File: config.mk
export PLATFORM = sky130hd
export DESIGN_NAME = spongent_msg_feeder
export DESIGN_NICKNAME = d
export VERILOG_FILES = /design/src/rtl/spongent_pkg.sv /design/src/rtl/spongent_msg_feeder_block_packer.sv /design/src/rtl/spongent_msg_feeder.sv
export SDC_FILE = /design/constraint.sdc
export NUM_CORES = 1
export LEC_CHECK = 0
export ABC_AREA = 1
export CAP_MARGIN = 20
export CORE_MARGIN = 1.5
export CORE_UTILIZATION = 35
export DETAILED_ROUTE_END_ITERATION = 8
export PLACE_DENSITY = 0.8
export RECOVER_POWER = 50
export REMOVE_ABC_BUFFERS = 1
export SLEW_MARGIN = 25
export SYNTH_ARGS = -nofsm -noshare
export SYNTH_HDL_FRONTEND = slang
export SYNTH_HIERARCHICAL = 1
export SYNTH_SLANG_ARGS = --single-unit
File: constraint.sdc
create_clock -name i_clk -period 1.1 [get_ports i_clk]
set_input_delay 0.33 -clock i_clk [delete_from_list [all_inputs] [get_ports i_clk]]
set_output_delay 0.33 -clock i_clk [all_outputs]
set_load 0.02 [all_outputs]
File: src/rtl/spongent_pkg.sv
// Shared constants and types for the Spongent message feeder and its block packer.
package spongent_pkg;
    localparam int SPONGENT_N      = 88;
    localparam int SPONGENT_C      = 80;
    localparam int SPONGENT_R      = 8;
    localparam int SPONGENT_ROUNDS = 45;
    localparam int LCOUNTER_W      = 6;
    localparam logic [LCOUNTER_W-1:0] LCOUNTER_INIT = 6'h05;

    localparam logic [7:0] PAD_BYTE = 8'h80;

    typedef enum logic [2:0] {
        IDLE,
        COLLECT,
        ABSORB,
        WAIT_ABS,
        PAD,
        SQUEEZE,
        WAIT_END,
        DONE
    } feeder_state_t;
endpackage

File: src/rtl/spongent_msg_feeder_block_packer.sv
// Byte-slot block register with the slot counter; bytes land MSB first and a
// short final block is filled with the 0x80/zeros pad in the same cycle.
module block_packer
    import spongent_pkg::*;
#(
    parameter int r = SPONGENT_R
) (
    input  logic         i_clk,
    input  logic         i_rst,
    input  logic         i_clr,
    input  logic         i_wr,
    input  logic         i_last,
    input  logic [7:0]   i_byte,
    input  logic         i_load_pad,
    output logic [r-1:0] o_block,
    output logic         o_bcnt_last
);
    localparam int NB = r / 8;
    localparam int CW = (NB > 1) ? $clog2(NB) : 1;

    logic [r-1:0]  r_block;
    logic [r-1:0]  w_block;
    logic [CW-1:0] r_bcnt;
    logic          w_bcnt_last;

    assign w_bcnt_last = (int'(r_bcnt) == NB - 1);
    assign o_bcnt_last = w_bcnt_last;
    assign o_block     = r_block;

    always_comb begin
        w_block = r_block;
        if (i_load_pad) begin
            w_block = '0;
            w_block[r-1 -: 8] = PAD_BYTE;
        end else if (i_wr) begin
            for (int s = 0; s < NB; s++) begin
                if (s == int'(r_bcnt)) begin
                    w_block[r-1-8*s -: 8] = i_byte;
                end else if (i_last && (s == int'(r_bcnt) + 1)) begin
                    w_block[r-1-8*s -: 8] = PAD_BYTE;
                end else if (i_last && (s > int'(r_bcnt) + 1)) begin
                    w_block[r-1-8*s -: 8] = 8'h00;
                end
            end
        end
    end

    always_ff @(posedge i_clk) begin
        if (i_rst) begin
            r_block <= '0;
            r_bcnt  <= '0;
        end else begin
            r_block <= w_block;
            if (i_clr) begin
                r_bcnt <= '0;
            end else if (i_wr && !w_bcnt_last) begin
                r_bcnt <= r_bcnt + 1'b1;
            end
        end
    end
endmodule

File: src/rtl/spongent_msg_feeder.sv
// Framing stage in front of the iterative Spongent core: packs bytes into
// rate blocks, pads, sequences absorb/squeeze pulses and captures the digest.
module spongent_msg_feeder
    import spongent_pkg::*;
#(
    parameter int N = SPONGENT_N,
    parameter int r = SPONGENT_R
) (
    input  logic         i_clk,
    input  logic         i_rst,
    input  logic [7:0]   i_in_data,
    input  logic         i_in_valid,
    input  logic         i_in_last,
    output logic         o_in_ready,
    output logic [r-1:0] o_core_data,
    output logic         o_core_data_ready,
    output logic         o_core_start_hash,
    input  logic         i_core_busy,
    input  logic         i_core_end_hash,
    input  logic [N-1:0] i_core_digest,
    output logic [N-1:0] o_digest,
    output logic         o_digest_valid,
    output logic         o_busy
);
    feeder_state_t r_state;
    feeder_state_t w_next;
    logic          r_padded;
    logic          r_last_seen;
    logic          r_abs_first;
    logic          r_data_ready;
    logic          r_start_hash;
    logic          r_busy;
    logic [N-1:0]  r_digest;
    logic          r_digest_valid;
    logic          w_wr;
    logic          w_clr;
    logic          w_load_pad;
    logic          w_capture;
    logic          w_bcnt_last;

    block_packer #(.r(r)) u_packer (
        .i_clk       (i_clk),
        .i_rst       (i_rst),
        .i_clr       (w_clr),
        .i_wr        (w_wr),
        .i_last      (i_in_last),
        .i_byte      (i_in_data),
        .i_load_pad  (w_load_pad),
        .o_block     (o_core_data),
        .o_bcnt_last (w_bcnt_last)
    );

    assign o_in_ready        = (r_state == IDLE) || (r_state == COLLECT) || (r_state == DONE);
    assign o_core_data_ready = r_data_ready;
    assign o_core_start_hash = r_start_hash;
    assign o_digest          = r_digest;
    assign o_digest_valid    = r_digest_valid;
    assign o_busy            = r_busy;

    always_comb begin
        w_next     = r_state;
        w_wr       = 1'b0;
        w_clr      = 1'b0;
        w_load_pad = 1'b0;
        w_capture  = 1'b0;
        case (r_state)
            IDLE, COLLECT, DONE: begin
                if (i_in_valid) begin
                    w_wr   = 1'b1;
                    w_next = (i_in_last || w_bcnt_last) ? ABSORB : COLLECT;
                end
            end
            ABSORB: w_next = WAIT_ABS;
            WAIT_ABS: begin
                // the core only raises busy the cycle after the pulse, so skip that sample
                if (!r_abs_first && !i_core_busy) begin
                    w_clr = 1'b1;
                    if (r_padded)         w_next = SQUEEZE;
                    else if (r_last_seen) w_next = PAD;
                    else                  w_next = COLLECT;
                end
            end
            PAD: begin
                w_load_pad = 1'b1;
                w_next     = ABSORB;
            end
            SQUEEZE: w_next = WAIT_END;
            WAIT_END: begin
                if (i_core_end_hash) begin
                    w_capture = 1'b1;
                    w_next    = DONE;
                end
            end
            default: w_next = IDLE;
        endcase
    end

    always_ff @(posedge i_clk) begin
        if (i_rst) begin
            r_state        <= IDLE;
            r_padded       <= 1'b0;
            r_last_seen    <= 1'b0;
            r_abs_first    <= 1'b0;
            r_data_ready   <= 1'b0;
            r_start_hash   <= 1'b0;
            r_busy         <= 1'b0;
            r_digest       <= '0;
            r_digest_valid <= 1'b0;
        end else begin
            r_state      <= w_next;
            r_abs_first  <= (r_state == ABSORB);
            r_data_ready <= (w_next == ABSORB);
            r_start_hash <= (w_next == SQUEEZE);
            r_busy       <= !((w_next == IDLE) || (w_next == DONE));
            if (w_wr) begin
                r_padded       <= i_in_last && !w_bcnt_last;
                r_last_seen    <= i_in_last;
                r_digest_valid <= 1'b0;
            end
            if (w_load_pad) begin
                r_padded <= 1'b1;
            end
            if (w_capture) begin
                r_digest       <= i_core_digest;
                r_digest_valid <= 1'b1;
            end
        end
    end
endmodule

Word-level counts from Yosys, hierarchy flattened --
Index checks and enable logic that the tools add are counted.
Cells by class: add/subtract/negate cells 2, magnitude comparators 1, eq/ne operators 12, multiplexer cells 23, bitwise gates (word level) 1, reductions and logical operators 22
Operators by type and width (count):
- $mux 8 | 5
- $gt 1x32->1 const A | 1
- $logic_not 32->1 | 1
- $eq 3x3->1 const B | 6
- $pmux 3 s6 | 1
- $mux 3 | 5
- $mux 1 | 11
- $eq 3x2->1 const B | 3
- $logic_not 3->1 | 2
- $logic_and 1x1->1 | 5
- $logic_or 1x1->1 | 4
- $ne 4x3->1 const B | 1
- $reduce_and 2->1 | 2
- $reduce_bool 2->1 | 2
- $reduce_or 2->1 | 2
- $eq 3x1->1 const B | 1
- $logic_not 1->1 | 3
- $ne 3x3->1 const B | 1
- $reduce_or 3->1 | 1
- $add 1x1->2 const B | 1
- $mux 2 | 1
- $add 1x1->1 const B | 1
- $not 1->1 | 1
Word-level totals: flip-flop bits (word level) 107, bits of input ports 102, logic and storage cells 73

Depth between registers and ports, before layout --
word-level depth 8, depth in mapped cells 11, gate-level depth less buffers 11

Hierarchy --
Netlist, hierarchy kept.
Modules (own cells, without submodules):
- spongent_msg_feeder | instances 1, cells an instance 460, area each 3510.9 sq um
- block_packer | instances 1, cells an instance 42, area each 332.8 sq um

Least setup slack after synthesis --
No wires, ideal clock.
path type register -> register, from register r_state[2], to register u_packer.r_block[0] (netlist: u_packer/o_block[0]), setup time 116 ps, arrival 1184 ps, data required time 984 ps, path slack -200 ps, cell stages (with the launch flop) 8, buffers on the path 0, period minus slack after synthesis 1300 ps, cell sequence dfxtp_1 -> nand3_1 -> nand2_2 -> inv_2 -> nor2_4 -> nand2_4 -> o21ai_0 -> nor2_1
On the way: cells in the longest elaborated chain, start to end 4, elaborated cells between the ends (all ways) 9
RTL lines:
- start, declared | line spongent_msg_feeder.sv:25 | feeder_state_t r_state;
- start signal, assigned | line spongent_msg_feeder.sv:110 | r_state <= w_next;
- $eq 3x1->1, or another cell as far along | line spongent_msg_feeder.sv:66 | case (r_state)
- $reduce_or 3->1 * | line spongent_msg_feeder.sv:66
- $mux 1 * | line spongent_msg_feeder.sv:66
- net w_wr | line spongent_msg_feeder.sv:35 | logic w_wr;
- $reduce_and 2->1 (no line) *
- end signal, assigned | line spongent_msg_feeder_block_packer.sv:53 | r_block <= w_block;
- end, declared | line spongent_msg_feeder_block_packer.sv:21 | logic [r-1:0] r_block;
The timed path passes the listed nets; every way through them passes the cells marked *. A chain may end at the register's enable or synchronous reset.

Worst setup path in the final report --
from input i_in_valid, to register r_busy (netlist: o_busy)
On the way: cells in the longest elaborated chain, start to end 5, elaborated cells between the ends (all ways) 6
RTL lines:
- start, declared | line spongent_msg_feeder.sv:12 | input logic i_in_valid,
- $mux 3 * | line spongent_msg_feeder.sv:68 | if (i_in_valid) begin
- $pmux 3 s6 * | line spongent_msg_feeder.sv:66
- $eq 3x3->1 or $logic_not 3->1 (tied branches) | line spongent_msg_feeder.sv:114 | r_busy <= !((w_next == IDLE) || (w_next == DONE));
- $logic_or 1x1->1 * | line spongent_msg_feeder.sv:114
- $logic_not 1->1 * | line spongent_msg_feeder.sv:114
- end signal, assigned | line spongent_msg_feeder.sv:114
- end, declared | line spongent_msg_feeder.sv:32 | logic r_busy;
Every way passes the cells marked *; elsewhere a longest branch is shown, timed or not.

==> impl_metrics.env <==
export IMPL_drt_wl_total_um=14860
export IMPL_outcome="finished with violations"
export IMPL_grt_pass1_vias=4156
export IMPL_final_cell_mix="nor2_1 (174), buf_6 (111), clkdlybuf4s50_1 (100), dfxtp_2 (100), o21ai_2 (64)"
export IMPL_drc=0
export IMPL_portBuffers=202
export IMPL_post_route_period_util_pct=130.2
export IMPL_vias=4459
export IMPL_rows=38
export IMPL_fin_total_pwr_mw=8.744
export IMPL_syn_avg_cell_area_um2=7.657
export IMPL_synth_seq_cells=107
export IMPL_grt_max_degree=49
export IMPL_max_freq_ghz=0.6982
export IMPL_stdcell_count=908
export IMPL_n_antenna_cell=0
export IMPL_coreArea_um2=10790
export IMPL_antenna_found_initial=0
export IMPL_worst_slack_ns=-0.3322
export IMPL_hold_buffers=0
export IMPL_synth_distinct_cells=21
export IMPL_htreeDepth=3
export IMPL_finish_utilization_pct=73.02
export IMPL_dp_cells=843
export IMPL_clock_latency_ns=0.36
export IMPL_regArea_um2=2278
export IMPL_netlist_instances=502
export IMPL_violations="setup timing"
export IMPL_clock_root_buffer="clkbuf_8"
export IMPL_cp_data_required_time_ns=1.40
export IMPL_setup_viol=207
export IMPL_critPathLaunchType="primary input"
export IMPL_finalMaxSlewViolations=0
export IMPL_antenna_left=0
export IMPL_timing_setup_tns_ns=-28.33
export IMPL_rsz0062_at_grt="true"
export IMPL_place_area_um2=6155
export IMPL_crit_fanout=4
export IMPL_path_class="in2reg"
export IMPL_clk_pin_slew_worst_paths_ns=0.10
export IMPL_fin_nets=866
export IMPL_ir_drop_mv=0.7584
export IMPL_fin_crit_ns=1.432
export IMPL_finish_instance_area_um2=7881
export IMPL_gp_congestion=0.8413
export IMPL_die_w_um=107.8
export IMPL_wl_per_cell_um=16.36
export IMPL_cts_buffers=9
export IMPL_drtIter0Drc=208
export IMPL_cts_tree="yes"
export IMPL_grt_pass1_wl_um=19540
export IMPL_worst_hold_slack_ns=0.4712
export IMPL_clock_skew_ns=0.01128
export IMPL_crit_arrival_ns=1.73
export IMPL_firstDrtPassIters=5
export IMPL_crit_path_end_kind="flip-flop"
export IMPL_hpwl_um=8106
export IMPL_ys_seq_area_share_pct=55.73
export IMPL_cap_violations=0
export IMPL_place_ws_ns=-0.6012
export IMPL_clock_sinks=107
export IMPL_drive_gt1_share_pct=55.47
export IMPL_multiInputGateArea_um2=1966
export IMPL_fill_cells=728
export IMPL_viasPerCell=4.911
export IMPL_io_pins=203
export IMPL_clockBufferDepth=2
export IMPL_worst_pin_slew_ns=0.3488
export IMPL_area_growth_pct=105.0
export IMPL_grt_usage_pct=21.78
export IMPL_syn_area_um2=3844
export IMPL_powerDensity_nw_per_um2=1110
export IMPL_relSlewSlack_pct=76.50
export IMPL_dieArea_um2=11620
export IMPL_min_path_type="reg2reg"
export IMPL_layout_commonest_cell="nor2_1"
export IMPL_die_y_um=107.8
export IMPL_hold_viol_final=0
export IMPL_p_leak_nw=3.282
export IMPL_start_util_pct=35.61
export IMPL_grt_overflow_total=0
export IMPL_ys_warn_count=6
## where the power goes
part           total [mW]  switching (mW)  internal [mW]
clock network        2.33            1.30           1.04
logic                2.21            1.02           1.19
registers            4.20           0.130           4.07
## worst paths after layout
check                            from                   endpoint  slack [ns]  cells past startpoint
max reg2reg     r_state[2]$_SDFF_PP0_  o_digest[79]$_SDFFE_PP0P_       -0.32                      7
max                        i_in_valid          o_busy$_SDFF_PP0_       -0.33                      9
min reg2reg  r_last_seen$_SDFFE_PP0P_   r_last_seen$_SDFFE_PP0P_        0.47                      2
min          r_last_seen$_SDFFE_PP0P_   r_last_seen$_SDFFE_PP0P_        0.47                      2
## critical path, cell delays in order
cell and delay [ns]:
clkdlybuf4s50_1 0.48, inv_1 0.10, o21ai_0 0.33, inv_1 0.14
nand2_4 0.10, nand2_2 0.07, nand3_2 0.05, nand2_1 0.05
inv_1 0.07
## layout make-up
class | instances | area share (%)
Sequential cell | 107 | 28.91
Multi-Input combinational cell | 348 | 24.94
Clock inverter | 5 | 0.6985
Timing Repair inverter | 1 | 0.1429
Clock buffer | 10 | 1.619
Tap cell | 140 | 2.223
Timing Repair Buffer | 278 | 40.31
Inverter | 19 | 1.159
## cells by family after synthesis
kind of cell / after synthesis / share of synthesized area [%]
flops: 107 / 55.73
buf+inv: 47 / 5.599
simple gates: 247 / 25.52
compound gates: 101 / 13.15
## synthesized netlist by cell type
cell / count / area, µm²
nand2_1: 28 / 105.1
clkinv_4: 1 / 8.760
nor3_1: 2 / 10.01
nor2_2: 1 / 6.260
nand2_4: 1 / 11.26
o21ai_0: 93 / 465.5
buf_2: 7 / 35.03
dfxtp_1: 107 / 2142
nand2_2: 1 / 6.260
clkbuf_2: 2 / 10.01
nand3_1: 9 / 45.04
a21oi_1: 5 / 25.02
buf_6: 3 / 33.78
nor2_1: 202 / 758.2
inv_2: 4 / 15.01
nor4_1: 1 / 6.260
nor2_4: 1 / 11.26
clkbuf_1: 16 / 60.06
inv_1: 14 / 52.55
o21ai_1: 3 / 15.01
nand4_4: 1 / 21.27
## flip-flops by register name, indices dropped and copies added (netlist names)
name               flops
o_busy                 1
o_core_data_ready      1
o_core_start_hash      1
o_digest              88
o_digest_valid         1
r_abs_first            1
r_last_seen            1
r_padded               1
r_state                3
u_packer/o_block       8
u_packer/r_bcnt        1
## routing by layer
layer / GRT usage, % / routed length [µm] / vias to the layer above
met1: 23.11 / 5450 / 2072
met5: 0 / 0 / -
met2: 40.17 / 7728 / 210
met4: 11.37 / 694 / 0
li1: - / - / 2124
met3: 4.661 / 983 / 53
## repair_timing
action	in CTS	in global routing
setup buffers	20	15
pin swaps	29	26
gates cloned	10	7
endpoints found under the setup margin	207	207
resized for setup	882	90
Power figures use the tool's default switching activity.
